--- config.mk ---
export PLATFORM = sky130hd
export DESIGN_NAME = token_window_counter
export DESIGN_NICKNAME = d
export VERILOG_FILES = /design/src/rtl/token_pkg.sv /design/src/rtl/token_result_fifo.sv /design/src/rtl/token_window_counter.sv
export SDC_FILE = /design/constraint.sdc
export NUM_CORES = 1
export LEC_CHECK = 0
export ABC_AREA = 0
export ABC_CLOCK_PERIOD_IN_PS = 6000
export BUFFER_PORTS_ARGS = -buffer_cell sky130_fd_sc_hd__buf_2
export CAP_MARGIN = 20
export CORE_MARGIN = 2
export CORE_UTILIZATION = 25
export CTS_BUF_LIST = sky130_fd_sc_hd__clkbuf_4
export DETAILED_ROUTE_END_ITERATION = 7
export PLACE_DENSITY = 0.41
export SLEW_MARGIN = 20
export SYNTH_ARGS = -nofsm -noshare
export SYNTH_HDL_FRONTEND = slang
export SYNTH_HIERARCHICAL = 1
export SYNTH_SLANG_ARGS = --single-unit
--- constraint.sdc ---
create_clock -name clk -period 6 [get_ports clk]
set_input_delay 0 -clock clk [delete_from_list [all_inputs] [get_ports clk]]
set_output_delay 0 -clock clk [all_outputs]
set_load 0.01 [all_outputs]
--- src/rtl/token_pkg.sv ---
// Shared types for the token window counter: result record, queue depth, FSM states.
package token_pkg;

    // Default window size; the result record is sized for it, so an instance
    // must use a WINDOW no larger than this.
    localparam int TOK_WINDOW = 16;
    localparam int TOK_CNT_W  = $clog2(TOK_WINDOW + 1);
    localparam int TOK_QDEPTH = 2;

    typedef struct packed {
        logic                 partial;
        logic [TOK_CNT_W-1:0] count;
    } tok_result_t;

    typedef enum logic {
        S_IDLE  = 1'b0,
        S_COUNT = 1'b1
    } tok_state_t;

endpackage

--- src/rtl/token_result_fifo.sv ---
// Small result FIFO (TOK_QDEPTH entries) between the window counter and its consumer.
// The head is read straight from storage, so outputs never depend on the inputs
// combinationally.
module token_result_fifo
    import token_pkg::*;
(
    input  logic        clk,
    input  logic        rst,
    input  logic        push,
    input  logic        pop,
    input  tok_result_t din,
    output tok_result_t head,
    output logic        full,
    output logic        empty
);

    localparam int PTR_W = (TOK_QDEPTH > 1) ? $clog2(TOK_QDEPTH) : 1;
    localparam int QC_W  = $clog2(TOK_QDEPTH + 1);
    localparam logic [QC_W-1:0]  QC_ONE  = QC_W'(1);
    localparam logic [QC_W-1:0]  QC_FULL = QC_W'(TOK_QDEPTH);
    localparam logic [PTR_W-1:0] PTR_END = PTR_W'(TOK_QDEPTH - 1);

    tok_result_t      mem_q [TOK_QDEPTH];
    logic [PTR_W-1:0] wr_q, rd_q;
    logic [QC_W-1:0]  cnt_q;
    logic             do_push, do_pop;

    function automatic logic [PTR_W-1:0] ptr_inc(input logic [PTR_W-1:0] p);
        return (p == PTR_END) ? '0 : p + PTR_W'(1);
    endfunction

    // A push into a full queue only lands when the head leaves in the same cycle.
    always_comb begin
        full    = (cnt_q == QC_FULL);
        empty   = (cnt_q == '0);
        do_pop  = pop & ~empty;
        do_push = push & (~full | do_pop);
        head    = mem_q[rd_q];
    end

    // Storage, pointers and occupancy.
    always_ff @(posedge clk) begin
        if (!rst) begin
            for (int i = 0; i < TOK_QDEPTH; i++) mem_q[i] <= '0;
            wr_q  <= '0;
            rd_q  <= '0;
            cnt_q <= '0;
        end else begin
            if (do_push) begin
                mem_q[wr_q] <= din;
                wr_q        <= ptr_inc(wr_q);
            end
            if (do_pop) rd_q <= ptr_inc(rd_q);
            case ({do_push, do_pop})
                2'b10:   cnt_q <= cnt_q + QC_ONE;
                2'b01:   cnt_q <= cnt_q - QC_ONE;
                default: cnt_q <= cnt_q;
            endcase
        end
    end

endmodule

--- src/rtl/token_window_counter.sv ---
// Counts '1' tokens of a serial stream over windows of WINDOW enabled samples and
// queues each window result behind a valid/ready handshake. A flush closes the
// running window early as a partial result; results that find the queue full are
// counted in a saturating drop counter.
module token_window_counter
    import token_pkg::*;
#(
    parameter int WINDOW = TOK_WINDOW,
    parameter int CNT_W  = $clog2(WINDOW + 1),
    parameter int DROP_W = 8
) (
    input  logic              clk,
    input  logic              rst,
    input  logic              en,
    input  logic              tok,
    input  logic              flush,
    output logic              out_valid,
    input  logic              out_ready,
    output logic [CNT_W-1:0]  out_count,
    output logic              out_partial,
    output logic [DROP_W-1:0] drop_cnt,
    output logic              busy
);

    localparam logic [CNT_W-1:0] POS_LAST = CNT_W'(WINDOW - 1);

    tok_state_t        state_q, state_d;
    logic [CNT_W-1:0]  pos_q, pos_d;
    logic [CNT_W-1:0]  acc_q, acc_d;
    logic [DROP_W-1:0] drop_q, drop_d;

    logic [CNT_W-1:0]  count_now;
    logic              full_close, flush_close, close;
    logic              q_full, q_empty, q_pop;
    tok_result_t       q_din, q_head;

    // Close detection: a full close wins over a flush in the same cycle, and a
    // flush with no samples at all (pos 0, no enable) is ignored.
    always_comb begin
        count_now     = acc_q + CNT_W'(en & tok);
        full_close    = en && (pos_q == POS_LAST);
        flush_close   = flush && !full_close && ((pos_q != '0) || en);
        close         = full_close | flush_close;
        q_din.partial = ~full_close;
        q_din.count   = TOK_CNT_W'(count_now);
        q_pop         = ~q_empty & out_ready;
    end

    // Window position / token accumulator next state.
    always_comb begin
        pos_d = pos_q;
        acc_d = acc_q;
        if (close) begin
            pos_d = '0;
            acc_d = '0;
        end else if (en) begin
            pos_d = pos_q + CNT_W'(1);
            acc_d = count_now;
        end
    end

    // Saturating count of results lost to a full queue with no simultaneous pop.
    always_comb begin
        drop_d = drop_q;
        if (close && q_full && !q_pop && (drop_q != '1))
            drop_d = drop_q + DROP_W'(1);
    end

    // Datapath registers.
    always_ff @(posedge clk) begin
        if (!rst) begin
            pos_q  <= '0;
            acc_q  <= '0;
            drop_q <= '0;
        end else begin
            pos_q  <= pos_d;
            acc_q  <= acc_d;
            drop_q <= drop_d;
        end
    end

    // FSM state register: IDLE means pos==0, COUNT means a window is in progress.
    always_ff @(posedge clk) begin
        if (!rst) state_q <= S_IDLE;
        else      state_q <= state_d;
    end

    // FSM next state: leave IDLE on the first sample that does not also close.
    always_comb begin
        state_d = state_q;
        case (state_q)
            S_IDLE:  if (en && !close) state_d = S_COUNT;
            S_COUNT: if (close)        state_d = S_IDLE;
            default: state_d = S_IDLE;
        endcase
    end

    // FSM outputs.
    always_comb begin
        busy = (state_q == S_COUNT);
    end

    token_result_fifo u_fifo (
        .clk   (clk),
        .rst   (rst),
        .push  (close),
        .pop   (q_pop),
        .din   (q_din),
        .head  (q_head),
        .full  (q_full),
        .empty (q_empty)
    );

    // Result outputs come from queue storage only; an empty queue shows zeros.
    always_comb begin
        out_valid   = ~q_empty;
        out_count   = q_empty ? '0 : CNT_W'(q_head.count);
        out_partial = ~q_empty & q_head.partial;
        drop_cnt    = drop_q;
    end

endmodule
==> impl_metrics.py, run 1 <==
metrics = {
    "status": {
        "outcome": "finished clean",
    },
    "clocking": {
        "cts_setup_buffers": 0,
        "cts_resized": 0,
        "h-tree-depth": 2,
        "cts.hold.buffers_added": 0,
        "cts_buffers": 5,
        "root_buffer": "clkbuf_4",
        "clk_pin_slew_ns": 0.12,
        "clock_path_buffers": 2,
        "clock_sinks": 36,
        "clk_latency_ns": 0.34,
        "cts_tree": "yes",
    },
    "floorplan": {
        "chipWidth_um": 89.1,
        "start_util_pct": 25.4,
        "core_area_um2": 7140,
        "die_area_um2": 7930,
        "rows": 31,
        "die_h_um": 89.1,
        "ios": 22,
    },
    "layout": {
        "drive_gt1_share_pct": 18.9,
        "final_net_count": 213,
        "syn2layout_area_growth_pct": 13.8,
        "diodes": 0,
        "final_area_um2": 2060,
        "seq_area_um2": 841,
        "fillers": 795,
        "multi_input_area_um2": 911,
    },
    "synthesis": {
        "synth_nets": 192,
        "synth_most_common_cell": "dfxtp_1",
        "synth_edf_count": 12,
        "syn-instance-count": 179,
        "avgSynthCellArea_um2": 10.1,
        "ys_seq_area_share_pct": 46.5,
        "synth_xor_area_share_pct": 5.81,
        "synthArstFlopShare_pct": 0,
        "synth_seq_cells": 36,
        "yosys-top-cells-count": "dfxtp_1 (24), and2_1 (15), nor2_1 (14)",
        "synth_top_family_by_area": "simple AND/OR/NAND/NOR gates",
        "synth_compound_area_share_pct": 4.56,
        "synth_cell_types": 40,
        "ys_warn_count": 6,
        "synth_top_cell_by_area": "dfxtp_1",
        "synthesis.area_um2": 1810,
        "synth_area_leaders": "dfxtp_1 (27%), edfxtp_1 (20%), and2_1 (5.2%)",
        "synth_fa_ha_area_share_pct": 4.84,
        "synth_top_area_share_pct": 26.6,
        "synth_mux_area_share_pct": 8.71,
        "yosys.area_share.simple_pct": 26.4,
        "synth_ff_type": "dfxtp_1",
    },
    "drt": {
        "drc": 0,
        "routed_wl_um": 3150,
        "firstDrtPassIters": 4,
        "drtIter0Drc": 41,
        "avgRoutedWirePerCell_um": 10.5,
        "ant_nets": 0,
        "via_per_inst": 4.10,
        "vias": 1229,
    },
    "sta": {
        "relSlewSlack_pct": 47.3,
        "timing.setup.tns_ns": 0,
        "period_share_pct": 42.2,
        "slew_viol_final": 0,
        "finalSetupViolCount": 0,
        "fin_ws_ns": 3.47,
        "rsz0062_at_grt": "false",
        "holdWs_ns": 0.0667,
        "fin_crit_ns": 2.53,
        "worst_pin_slew_ns": 0.782,
        "finalHoldViolCount": 0,
        "clock_skew_ns": 0.0118,
        "max_freq_ghz": 0.395,
    },
    "setup_path": {
        "cp.arrival_ns": 2.50,
        "end_kind": "flip-flop",
        "worst_path_max_delay_cell": "o21ai_0",
        "path_cells": "ha_1, and3_1, ha_1, a21oi_1, a31o_1, inv_1, nand2_1, o21ai_0",
        "path_max_fanout": 11,
        "timing.rr.end": "u_fifo/mem_q[0][4]",
        "r2r-start": "pos_q[0]",
        "cpMostUsedCell": "ha_1",
        "critPathKind": "flip-flop to flip-flop",
        "crit_path_start_kind": "flip-flop",
        "max_stage_delay_ns": 0.63,
        "worstPathRequired_ns": 5.97,
        "r2r_slack_ns": 3.47,
        "r2r_cells": 8,
        "cp_num_buf_inv": 1,
        "path_delay_family": "compound AO/OA/AOI/OAI gates",
        "path_depth": 8,
    },
    "worst_hold_path": {
        "hp-class": "input port to flip-flop",
        "hold_end": "busy",
        "holdPathStages": 3,
        "min_from": "en",
    },
    "grt": {
        "grt_overflow": 0,
        "grt_pass1_wl_um": 5460,
        "grt_antenna_before_repair": 0,
        "grt_use_total_pct": 9.02,
        "grt_start_max_net_pins": 25,
        "grt_pass1_vias": 1139,
    },
    "placed_design": {
        "place_ws_ns": 3.47,
        "place.gp.congestion": 0.655,
        "port_buffers": 21,
        "place_area_um2": 2000,
        "dpl.hpwl_um": 2290,
    },
    "power_and_ir_drop": {
        "p_leak_nw": 0.805,
        "vdd_drop_max_v": 0.0000575,
        "power.total_mw": 0.476,
        "p_per_area_nw_per_um2": 231,
    },
    "job": {
        "maxCapViolations": 0,
    },
}
## worst reg2reg max path, stage by stage, from the launching register on
cell and delay [ns]:
dfxtp_1 0.40, ha_1 0.18, and3_1 0.16, ha_1 0.17, a21oi_1 0.07, a31o_1 0.32
inv_1 0.14, nand2_1 0.10, o21ai_0 0.63
## stage by stage
stage,util (%),std cells
6_report,28.9,300
5_1_grt,28.9,300
3_5_place_dp,28.1,292
3_3_place_gp,28.1,292
2_1_floorplan,-,179
4_1_cts,28.9,300
## registers in the layout, summed over array words and instances, names as in the netlist, named ones only
name / count
pos_q: 5
u_fifo/cnt_q: 2
acc_q: 5
drop_cnt: 8
busy: 1
u_fifo/rd_q: 1
u_fifo/mem_q: 12
u_fifo/wr_q: 1
## cells by family after synthesis
logic type | after synthesis
buffers and inverters | 13
DFF | 36
AOI/OAI and AO/OA | 12
xor gates and xnor gates | 12
muxes | 15
adders and majority gates | 7
and+or+nand+nor | 84
## where the power goes
| part | internal [mW] | total, mW | switching [mW] |
|---|---|---|---|
| clock | 0.0491 | 0.132 | 0.0826 |
| sequential | 0.265 | 0.274 | 0.00922 |
| combinational | 0.0319 | 0.0702 | 0.0382 |
## layer usage
metal,global-route usage (%),part of all wire [%],up-vias
met5,0,0,-
met4,4.88,2.4,0
met3,2.77,4.4,5
met2,13.6,43,20
met1,11.6,50,540
li1,-,-,664
## how the worst max path moves through the flow
stage / from / end / slack, ns
after floorplan: pos_q[0] / u_fifo/mem_q[0][0] / 3.78
after global placement: pos_q[0] / u_fifo/mem_q[0][2] / 3.53
after CTS: pos_q[0] / u_fifo/mem_q[0][4] / 3.43
final: pos_q[0] / u_fifo/mem_q[0][4] / 3.47
after detailed placement: pos_q[0] / u_fifo/mem_q[0][2] / 3.47
after global routing: pos_q[0] / u_fifo/mem_q[0][4] / 3.21
## layout by cell type (no fill, tap or decap), types with 2 or more instances in the layout
cell	count
dfxtp_1	24
or4_1	2
mux2_2	6
nand3_1	6
ha_1	7
nor2b_1	9
and2_1	15
edfxtp_1	12
nand2b_1	7
mux2i_1	9
nand4_1	3
nor4_1	2
a21oi_1	2
xor2_1	6
nor3_1	2
nand2_1	13
xnor2_1	6
or3_1	2
o21ai_0	2
and3_1	2
buf_2	21
clkbuf_4	6
nor4b_1	2
inv_1	6
nor2_1	14
## layout make-up
cell class / instances / share of cell area, %
Timing Repair Buffer: 21 / 5.10
Sequential cell: 36 / 40.8
Inverter: 6 / 1.09
Clock inverter: 2 / 0.547
Multi-Input combinational cell: 130 / 44.2
Clock buffer: 6 / 2.19
Tap cell: 99 / 6.01
No activity file was read; power rests on OpenSTA's default activity.
==> run 2: changes to the inputs <==
ABC_AREA = 1   (was 0)
ABC_CLOCK_PERIOD_IN_PS = 2200   (was 6000)
PLACE_DENSITY = 0.42   (was 0.41)
clock period = 2.2 ns   (was 6 ns; I/O delays follow)
==> impl_metrics.py, run 2 <==
metrics = {
    "clocking": {
        "clk_pin_slew_ns": 0.12,
        "cts_tree": "yes",
        "clock_path_buffers": 2,
        "cts_buffers": 5,
        "root_buffer": "clkbuf_4",
        "h-tree-depth": 2,
        "clock_sinks": 36,
        "clk_latency_ns": 0.34,
    },
    "setup_path": {
        "r2r_cells": 11,
        "timing.rr.end": "u_fifo/mem_q[1][5]",
        "path_delay_family": "simple AND/OR/NAND/NOR gates",
        "crit_path_start_kind": "flip-flop",
        "cp.arrival_ns": 2.00,
        "critPathKind": "flip-flop to flip-flop",
        "path_depth": 11,
        "r2r-start": "pos_q[0]",
        "worstPathRequired_ns": 2.23,
        "worst_path_max_delay_cell": "dfxtp_2",
        "path_max_fanout": 7,
        "r2r_slack_ns": 0.23,
        "cpMostUsedCell": "nand2_1",
        "cp_num_buf_inv": 2,
        "end_kind": "flip-flop",
        "path_cells": "ha_2, nand2_1, nor2_2, ha_2, nand2_2, nand2_4, nand2_1, inv_2, buf_4, nand4_4, nand2_1",
        "max_stage_delay_ns": 0.36,
    },
    "sta": {
        "slew_viol_final": 0,
        "finalHoldViolCount": 0,
        "rsz0062_at_grt": "false",
        "relSlewSlack_pct": 72.7,
        "max_freq_ghz": 0.507,
        "timing.setup.tns_ns": 0,
        "fin_crit_ns": 1.97,
        "clock_skew_ns": 0.0133,
        "finalSetupViolCount": 0,
        "period_share_pct": 89.6,
        "worst_pin_slew_ns": 0.408,
        "holdWs_ns": 0.0281,
    },
    "synthesis": {
        "synth_area_leaders": "dfxtp_1 (25%), edfxtp_1 (19%), nand2_1 (9.8%)",
        "ys_seq_area_share_pct": 43.8,
        "avgSynthCellArea_um2": 8.18,
        "ys_warn_count": 6,
        "synthesis.area_um2": 1920,
        "synth_nets": 248,
        "synth_top_cell_by_area": "dfxtp_1",
        "synth_seq_cells": 36,
        "synth_top_area_share_pct": 25.0,
        "syn-instance-count": 235,
        "synthArstFlopShare_pct": 0,
        "synth_ff_type": "dfxtp_1",
        "yosys-top-cells-count": "nand2_1 (50), nor2_1 (37), inv_1 (36)",
        "synth_most_common_cell": "nand2_1",
        "synth_edf_count": 12,
        "synth_cell_types": 28,
    },
    "layout": {
        "diodes": 0,
        "post-route-util_pct": 30.2,
        "syn2layout_area_growth_pct": 15.3,
        "final_common_cell": "nand2_1",
        "largest-register": "u_fifo/mem_q",
        "final_net_count": 274,
        "final_cell_mix": "nand2_1 (50), nor2_1 (36), inv_1 (35)",
        "drive_gt1_share_pct": 25.2,
        "final_area_um2": 2220,
        "fillers": 791,
        "largest_reg_flops": 12,
    },
    "floorplan": {
        "chipWidth_um": 91.7,
        "die_area_um2": 8400,
        "start_util_pct": 26.2,
        "ios": 22,
        "core_area_um2": 7330,
        "die_h_um": 91.7,
        "rows": 31,
    },
    "grt": {
        "grt_pass1_vias": 1350,
        "grt_use_total_pct": 8.95,
        "grt_antenna_before_repair": 0,
        "grt_start_max_net_pins": 15,
        "grt_pass1_wl_um": 6150,
        "grt_overflow": 0,
    },
    "drt": {
        "avgRoutedWirePerCell_um": 9.66,
        "routed_wl_um": 3490,
        "via_per_inst": 3.97,
        "ant_nets": 0,
        "drtIter0Drc": 57,
        "drc": 0,
        "firstDrtPassIters": 4,
        "vias": 1432,
    },
    "placed_design": {
        "dpl.hpwl_um": 2550,
        "port_buffers": 21,
        "place_area_um2": 2140,
        "place.gp.congestion": 0.757,
    },
    "power_and_ir_drop": {
        "p_leak_nw": 0.934,
        "vdd_drop_max_v": 0.000209,
        "p_per_area_nw_per_um2": 579,
        "power.total_mw": 1.28,
    },
    "worst_hold_path": {
        "min_from": "en",
        "hold_end": "acc_q[1]",
        "hp-class": "input port to flip-flop",
        "holdPathStages": 3,
    },
    "job": {
        "maxCapViolations": 0,
    },
    "status": {
        "outcome": "finished clean",
    },
}
-- run 2: cell count changes in the layout (fill, tap and decap cells not counted), sizes merged, moves of 3 or more --
cell / previous run / this run
a21oi: 2 / 14
and2: 15 / 0
buf: 21 / 24
inv: 6 / 38
mux2i: 9 / 0
nand2: 13 / 53
nand2b: 7 / 0
nor2: 14 / 50
nor2b: 9 / 0
xnor2: 6 / 2
-- run 2: worst register-to-register path: stages (launching register included) --
cell     delay, ns
dfxtp_2       0.36
ha_2          0.19
nand2_1       0.06
nor2_2        0.08
ha_2          0.17
nand2_2       0.07
nand2_4       0.09
nand2_1       0.08
inv_2         0.06
buf_4         0.12
nand4_4       0.14
nand2_1       0.24
-- run 2: area by class of cell --
| class | instances | area (um2) | area share (%) |
|---|---|---|---|
| inverter | 37 | 139 | 6.27 |
| tap | 99 | 124 | 5.59 |
| timing repair buffer | 24 | 128 | 5.76 |
| sequential | 36 | 842 | 38.0 |
| multi-input combinational | 157 | 928 | 41.9 |
| clock inverter | 3 | 17.5 | 0.791 |
| clock buffer | 5 | 37.5 | 1.69 |
-- run 2: routing by layer --
metal	vias up	GRT usage (%)	wire (um)
li1	785	-	-
met1	618	12.4	1800
met2	23	13.2	1480
met3	6	2.55	136
met4	0	3.41	65
met5	-	0	0
-- run 2: repair_timing --
action | in CTS | in global routing
resized for setup | 0 | 6
buffers inserted | 0 | 1
hold buffers | 0 | 0
endpoints found under the setup margin | 0 | 8
-- run 2: cell families (layout without fill, tap and decap cells) --
| group | count (synthesis) | after routing | synth area share (%) |
|---|---|---|---|
| and+or+nand+nor | 117 | 117 | 30.7 |
| buffers and inverters | 42 | 69 | 8.59 |
| DFF | 36 | 36 | 43.8 |
| AOI/OAI and AO/OA | 18 | 18 | 4.82 |
| xor gates and xnor gates | 9 | 9 | 4.10 |
| adders and majority gates | 7 | 7 | 4.56 |
| muxes | 6 | 6 | 3.52 |
-- run 2: power breakdown --
| part | switching (mW) | total [mW] | internal, mW |
|---|---|---|---|
| clock | 0.238 | 0.361 | 0.123 |
| sequential | 0.0198 | 0.734 | 0.714 |
| combinational | 0.118 | 0.188 | 0.0705 |
| total | 0.376 | 1.28 | 0.908 |
-- run 2: worst max-delay path by stage --
stage,startpoint,to,slack [ns]
detailed placement,pos_q[0],u_fifo/cnt_q[1],0.11
finish,pos_q[0],u_fifo/mem_q[1][5],0.23
global route,pos_q[0],u_fifo/mem_q[1][5],0.004
floorplan,pos_q[0],u_fifo/cnt_q[1],0.28
global placement,pos_q[0],u_fifo/cnt_q[1],0.15
CTS,pos_q[0],u_fifo/cnt_q[1],0.06
-- run 2: metrics by stage --
stage	std cells	setup slack [ns]
final	361	0.228
after global routing	361	0.00447
after CTS	360	0.0583
after detailed placement	352	0.106
after global placement	352	0.149
after floorplan	235	0.280
